## src/rtl/flash_reply_tx.sv

```systemverilog
// Flash programming reply transmitter: one 60-byte status frame per erase_done/send_more request.
// Optional macro FLASH_REPLY_CHECKSUM_EN places the latched checksum in bytes 3,4 (zero otherwise).
module flash_reply_tx (
  input  logic        clock,
  input  logic        reset,
  input  logic        erase_done,
  input  logic        send_more,
  input  logic [15:0] checksum,
  input  logic [7:0]  board_type,
  input  logic [7:0]  code_version,
  input  logic        tx_grant,
  output logic        tx_request,
  output logic [7:0]  tx_data,
  output logic        tx_valid,
  output logic        tx_last,
  output logic        erase_done_ACK,
  output logic        send_more_ACK
);

  localparam logic [1:0] IDLE     = 2'd0;
  localparam logic [1:0] REQ      = 2'd1;
  localparam logic [1:0] SEND     = 2'd2;
  localparam logic [1:0] ACK_WAIT = 2'd3;

  localparam logic [5:0] LAST_BYTE  = 6'd59;
  localparam logic [7:0] CODE_ERASE = 8'h03;
  localparam logic [7:0] CODE_MORE  = 8'h04;

  logic [1:0] state;
  logic [1:0] state_nxt;
  logic [5:0] count;
  logic [5:0] count_nxt;
  logic       latch_en;
  logic       request_level;
  logic [7:0] code;
  logic [7:0] board;
  logic [7:0] version;
  logic [7:0] csum_hi;
  logic [7:0] csum_lo;
  logic [7:0] byte_nxt;

  function automatic logic [7:0] frame_byte(
    input logic [5:0] idx,
    input logic [7:0] c,
    input logic [7:0] hi,
    input logic [7:0] lo,
    input logic [7:0] bt,
    input logic [7:0] cv
  );
    case (idx)
      6'd0:    frame_byte = 8'hEF;
      6'd1:    frame_byte = 8'hFE;
      6'd2:    frame_byte = c;
      6'd3:    frame_byte = hi;
      6'd4:    frame_byte = lo;
      6'd5:    frame_byte = bt;
      6'd6:    frame_byte = cv;
      default: frame_byte = 8'h00;
    endcase
  endfunction

`ifdef FLASH_REPLY_CHECKSUM_EN
  logic [15:0] csum;

  // Checksum snapshot taken together with the rest of the frame fields
  always_ff @(posedge clock) begin
    if (reset) begin
      csum <= 16'h0000;
    end else if (latch_en) begin
      csum <= checksum;
    end else begin
      csum <= csum;
    end
  end

  assign csum_hi = csum[15:8];
  assign csum_lo = csum[7:0];
`else
  logic unused_checksum;
  assign unused_checksum = ^checksum;
  assign csum_hi = 8'h00;
  assign csum_lo = 8'h00;
`endif

  // The acknowledge handshake follows whichever request was latched
  always_comb begin
    if (code == CODE_ERASE) begin
      request_level = erase_done;
    end else begin
      request_level = send_more;
    end
  end

  // Next-state and byte-counter logic
  always_comb begin
    state_nxt = state;
    count_nxt = count;
    latch_en  = 1'b0;
    case (state)
      IDLE: begin
        if (erase_done || send_more) begin
          state_nxt = REQ;
          latch_en  = 1'b1;
        end else begin
          state_nxt = IDLE;
        end
      end
      REQ: begin
        if (tx_grant) begin
          state_nxt = SEND;
          count_nxt = 6'd0;
        end else begin
          state_nxt = REQ;
        end
      end
      SEND: begin
        if (count == LAST_BYTE) begin
          state_nxt = ACK_WAIT;
          count_nxt = 6'd0;
        end else begin
          count_nxt = count + 6'd1;
        end
      end
      ACK_WAIT: begin
        if (!request_level) begin
          state_nxt = IDLE;
        end else begin
          state_nxt = ACK_WAIT;
        end
      end
      default: begin
        state_nxt = IDLE;
        count_nxt = 6'd0;
      end
    endcase
  end

  // Outputs are registered from the next state, so byte 0 appears in the first SEND cycle
  always_comb begin
    if (state_nxt == SEND) begin
      byte_nxt = frame_byte(count_nxt, code, csum_hi, csum_lo, board, version);
    end else begin
      byte_nxt = 8'h00;
    end
  end

  // State, counter and frame-field registers
  always_ff @(posedge clock) begin
    if (reset) begin
      state   <= IDLE;
      count   <= 6'd0;
      code    <= 8'h00;
      board   <= 8'h00;
      version <= 8'h00;
    end else begin
      state <= state_nxt;
      count <= count_nxt;
      if (latch_en) begin
        code    <= erase_done ? CODE_ERASE : CODE_MORE;
        board   <= board_type;
        version <= code_version;
      end else begin
        code    <= code;
        board   <= board;
        version <= version;
      end
    end
  end

  // Registered output stage
  always_ff @(posedge clock) begin
    if (reset) begin
      tx_request     <= 1'b0;
      tx_data        <= 8'h00;
      tx_valid       <= 1'b0;
      tx_last        <= 1'b0;
      erase_done_ACK <= 1'b0;
      send_more_ACK  <= 1'b0;
    end else begin
      tx_request     <= (state_nxt == REQ) || (state_nxt == SEND);
      tx_data        <= byte_nxt;
      tx_valid       <= (state_nxt == SEND);
      tx_last        <= (state_nxt == SEND) && (count_nxt == LAST_BYTE);
      erase_done_ACK <= (state_nxt == ACK_WAIT) && (code == CODE_ERASE);
      send_more_ACK  <= (state_nxt == ACK_WAIT) && (code != CODE_ERASE);
    end
  end

endmodule

```

## config.mk

```make
export PLATFORM = sky130hd
export DESIGN_NAME = flash_reply_tx
export DESIGN_NICKNAME = d
export VERILOG_FILES = /design/src/rtl/flash_reply_tx.sv
export SDC_FILE = /design/constraint.sdc
export NUM_CORES = 1
export LEC_CHECK = 0
export BUFFER_PORTS_ARGS = -buffer_cell sky130_fd_sc_hd__buf_4
export CAP_MARGIN = 20
export CELL_PAD_IN_SITES_DETAIL_PLACEMENT = 0
export CELL_PAD_IN_SITES_GLOBAL_PLACEMENT = 1
export CORE_MARGIN = 2
export CORE_UTILIZATION = 34
export DETAILED_ROUTE_END_ITERATION = 16
export PLACE_DENSITY = 0.78
export SLEW_MARGIN = 40
export SYNTH_ARGS = -nofsm -noshare
export SYNTH_HDL_FRONTEND = slang
export SYNTH_SLANG_ARGS = --single-unit
```

## constraint.sdc

```tcl
create_clock -name clock -period 2 [get_ports clock]
set_input_delay 0.4 -clock clock [delete_from_list [all_inputs] [get_ports clock]]
set_output_delay 0.4 -clock clock [all_outputs]
set_load 0.01 [all_outputs]
```

# Yosys cells after proc, flatten, opt, wreduce, memory -nomap -nowiden
# Index checks and enable logic that the tools add are counted.
# Widths: inputs -> output; s select.
word_totals:
  n_memories: 0
  ramBits: 0
  latchBits: 0
  word_cells: 48
  romBits: 0
  output_inout_bits: 13
  in_bits: 37
  register_bits: 45
classes:
  n_addsub: 1
  reduce_logical: 8
  n_mux: 13
  mul: 0
  n_eq_ne: 14
  bitwise_logic: 1
  order_cmp: 0
  div_mod_pow: 0
  shifts: 0
ops:
  columns: ["operator", "n"]
  rows:
  - ["$pmux 8 s5", 1]
  - ["$eq 6x3->1 const B", 2]
  - ["$eq 6x6->1 const B", 2]
  - ["$mux 6", 2]
  - ["$pmux 6 s2", 1]
  - ["$eq 2x2->1 const B", 4]
  - ["$eq 8x2->1 const B", 1]
  - ["$ne 8x2->1 const B", 1]
  - ["$pmux 2 s4", 1]
  - ["$add 6x1->6 const B", 1]
  - ["$eq 6x1->1 const B", 1]
  - ["$eq 6x2->1 const B", 1]
  - ["$logic_not 6->1", 1]
  - ["$mux 2", 3]
  - ["$eq 2x1->1 const B", 2]
  - ["$mux 1", 4]
  - ["$logic_and 1x1->1", 3]
  - ["$mux 3", 1]
  - ["$logic_not 2->1", 1]
  - ["$logic_or 1x1->1", 2]
  - ["$reduce_or 2->1", 1]
  - ["$not 1->1", 1]

# Longest topological paths before layout
logic_depth:
  depth_word: 7
  ltp_mapped: 9
  depth_no_buf: 9

# Least setup slack after synthesis
# OpenSTA, ideal clock, no wires.
synth_timing:
  path_kind: "reg2reg"
  from: "register state[0]"
  to: "register tx_data[0]"
  path_slack_ns: -0.070
  n_path_buf: 1
  t_arrival_ns: 1.983
  stages_incl_launch_ff: 9
  t_required_ns: 1.913
  period_less_slack_ns: 2.070
  path_cell_list: "dfxtp_1 > inv_1 > ha_1 > buf_2 > and2_1 > o2111a_1 > a211oi_1 > nand4b_2 > a211oi_1"
synth_via:
  elab_chain_cells: 5
  elab_cells_between_ends: 16
  classes_between: "eq/ne: 8; mux: 4; bitwise: 1; reduce/logical: 3"
synth_rtl:
  columns: ["item", "line", "source"]
  rows:
  - ["start: declaration", "29", "logic [1:0] state;"]
  - ["start signal: assignment", "156", "state <= state_nxt;"]
  - ["branches (longest 5 deep; another with $pmux 8 s5)", null, null]
  - ["end signal: assignment", "181", "tx_data <= byte_nxt;"]
  - ["end: declaration", "13", "output logic [7:0] tx_data,"]
# Several ways; the timed one is not identified.
# A chain may end at the register's enable or synchronous reset.

# Worst setup path in the final report
layout_timing:
  from: "register count[1]"
  to: "register tx_data[4]"
layout_via:
  elab_chain_cells: 6
  elab_cells_between_ends: 16
  classes_between: "add/sub: 1; eq/ne: 6; mux: 6; bitwise: 1; reduce/logical: 2"
layout_rtl:
  columns: ["item", "line", "source"]
  rows:
  - ["start: declaration", "31", "logic [5:0] count;"]
  - ["start signal: assignment", "157", "count <= count_nxt;"]
  - ["branches (longest 6 deep; another with $add 6x1->6)", null, null]
# Several ways; the timed one is not identified.

==> flow_summary.json <==
{
  "outcome": "finished clean",
  "hold_violations": 0,
  "multi_input_comb_area_um2": 1340,
  "post-route-period-util_pct": 96.6,
  "reg2reg_slack_ns": 0.07,
  "drive_gt1_share_pct": 42.9,
  "cp.arrival_ns": 2.15,
  "core_area_um2": 5570,
  "grt_start_max_net_pins": 31,
  "yosys.area.top_type_share_pct": 39.5,
  "gr-usage-met3_pct": 4.61,
  "syn_to_final_growth_pct": 49.4,
  "cts.clk_slew.worst_paths_ns": 0.08,
  "synth_common_cells": "nand2_1, dfxtp_1, a21oi_1",
  "cp.required_ns": 2.22,
  "utilization_pct": 53.0,
  "start_util_pct": 35.5,
  "grt_pass1_vias": 1924,
  "synth.most_common_cell": "nand2_1",
  "top_usage_layer": "met2",
  "max_freq_ghz": 0.518,
  "timing.max_cap.violations": 0,
  "synth_area_per_cell_um2": 8.14,
  "hold_class": "primary input to register",
  "ys_warn_count": 0,
  "dp_hpwl_mm": 3.78,
  "initialDrtViolationCount": 91,
  "synth_top_cell_by_area": "dfxtp_1",
  "syn_nets": 288,
  "critPathLaunchType": "register",
  "synth_compound_area_share_pct": 24.0,
  "async_reset_ff_share_pct": 0,
  "synth_top_family_by_area": "simple AND/OR/NAND/NOR gates",
  "synth-seq-area-share_pct": 39.5,
  "cts_max_level": 2,
  "dieWidth_um": 80.3,
  "die_area_um2": 6440,
  "cts.sinks": 39,
  "powerDensity_nw_per_um2": 651,
  "use_met1_pct": 24.1,
  "gr-usage-met2_pct": 28.1,
  "diodes": 0,
  "fin_setup_tns_ns": 0,
  "gp_congestion": 0.817,
  "cts_buffers": 5,
  "setup_violations": 0,
  "clock-root-buffer": "clkbuf_8",
  "ys_types": 47,
  "die_h_um": 80.3,
  "rsz0062_at_grt": "yes",
  "min_period_ns": 1.93,
  "routed_wirelength_mm": 5.44,
  "grt_usage_pct": 18.0,
  "critPathMaxFanout": 5,
  "muxShareOfSynthArea_pct": 0.570,
  "synth_seq_cells": 39,
  "antenna_found_initial": 0,
  "portBuffers": 33,
  "grt_pass1_wl_mm": 9.00,
  "syn_inst": 243,
  "regArea_um2": 790,
  "worstSetupPathType": "register to register",
  "drc_errors": 0,
  "irDropWorstVdd_mv": 0.458,
  "grt_overflow": 0,
  "rows": 27,
  "synthAdderAreaFrac_pct": 5.06,
  "clk_latency_ns": 0.30,
  "worst_clock_skew_ns": 0.00663,
  "vias_per_cell": 5.24,
  "hold_buffers": 0,
  "synth_xor_area_share_pct": 0,
  "cts_tree": "built",
  "relSlewSlack_pct": 56.3,
  "final_nets": 356,
  "drv_slew": 0,
  "synthTopCellsByArea": "dfxtp_1, nand2_1, a21oi_1",
  "synth_edf_count": 0,
  "synth_top_flop_cell": "dfxtp_1",
  "end_kind": "register",
  "nFillCells": 535,
  "post_drt_wl_per_cell_um": 14.2,
  "drt_pass1_iterations": 4,
  "syn_area_um2": 1980,
  "synth_simple_gate_area_share_pct": 26.5,
  "io_pins": 50,
  "leakagePower_nw": 1.24,
  "clockBufferDepth": 2,
  "vias": 2011,
  "tightest_slew_ns": 0.652,
  "ant_nets": 0
}
-- power breakdown --
part / total, W / switching (W) / internal, W / leakage (nW)
Combinational: 0.000297 / 0.000149 / 0.000148 / 0.851
Clock: 0.000781 / 0.000284 / 0.000497 / 0.0644
Sequential: 0.000845 / 0.0000283 / 0.000817 / 0.321
-- metal layers --
metal  up-vias  wire length, µm  part of all wire [%]
met2        45             2590                    48
li1       1013                -                     -
met4         0               62                   1.1
met3         7              246                   4.5
met5         -                0                     0
met1       946             2540                    47
-- layout make-up --
type / count / area share, %
clock buffers: 5 / 2.33
clock inverters: 3 / 2.29
inverters: 4 / 0.678
multi-input cells: 185 / 45.5
flip-flops and latches: 39 / 26.7
well taps: 72 / 3.05
repair buffers: 76 / 19.4
-- worst paths after layout --
check | from | endpoint | cells past startpoint
max | count[1]$_SDFF_PP0_ | tx_data[4]$_SDFF_PP0_ | 7
min | board_type[2] | board[2]$_SDFFE_PP0P_ | 3
max reg2reg | count[1]$_SDFF_PP0_ | tx_data[4]$_SDFF_PP0_ | 7
min reg2reg | board[7]$_SDFFE_PP0P_ | board[7]$_SDFFE_PP0P_ | 2
-- registers in the layout, indices dropped and copies added (netlist names) --
name / flops
tx_request: 1
tx_last: 1
board: 8
erase_done_ACK: 1
state: 2
tx_data: 8
version: 8
code: 2
count: 6
send_more_ACK: 1
tx_valid: 1
-- critical path, stage by stage, from the launching register on --
cell and delay, ns:
dfxtp_2 0.34, ha_2 0.18, nand2b_2 0.08, or3_4 0.41, a222oi_1 0.37, buf_4 0.21
nand2_1 0.07, a211oi_2 0.20
-- metrics by stage --
| stage | setup slack (ns) | area [µm²] | power, W | std cells | hold slack [ns] |
|---|---|---|---|---|---|
| finish | 0.0678 | 2950 | 0.00192 | 384 | 0.342 |
| global route | -0.0364 | 2950 | 0.00202 | 384 | 0.342 |
| CTS | 0.00391 | 2790 | 0.00191 | 380 | 0.339 |
| detailed placement | -0.214 | 2550 | 0.00111 | 371 | 0.443 |
| global placement | -0.167 | 2550 | 0.00110 | 371 | 0.444 |
| floorplan | 0.0111 | 2000 | 0.000984 | 243 | 0.432 |
-- what timing repair did --
item / 4_1_cts / 5_1_grt
resized for setup: 20 / 35
cloned: 0 / 0
pin swaps: 6 / 12
setup endpoints to repair: 9 / 9
buffers inserted: 1 / 4
-- cells by family after synthesis --
| kind of cell | Yosys count |
|---|---|
| simple gates | 105 |
| mux | 1 |
| flops | 39 |
| buf+inv | 19 |
| compound gates | 71 |
| fa+ha+maj | 8 |
-- layout by cell type (no fill, tap or decap), types with 2 or more instances in the layout --
cell,count
o211ai_1,4
nor3_1,3
nand2_1,45
o311ai_1,2
ha_1,2
nor2_1,12
ha_4,3
a21oi_2,2
bufinv_16,2
a211oi_4,2
and4b_1,2
nor2b_1,3
nand4_1,4
dfxtp_2,4
nand2b_4,2
o21ai_0,4
nand2_2,2
nor2_4,2
inv_4,2
clkbuf_8,5
o2111a_1,3
nor3_2,2
buf_4,75
ha_2,3
nand3_1,6
a211o_1,2
o21ai_1,8
a211oi_2,8
dfxtp_1,34
a21oi_1,23
and3_1,7
No activity file was read; power rests on OpenSTA's default activity.
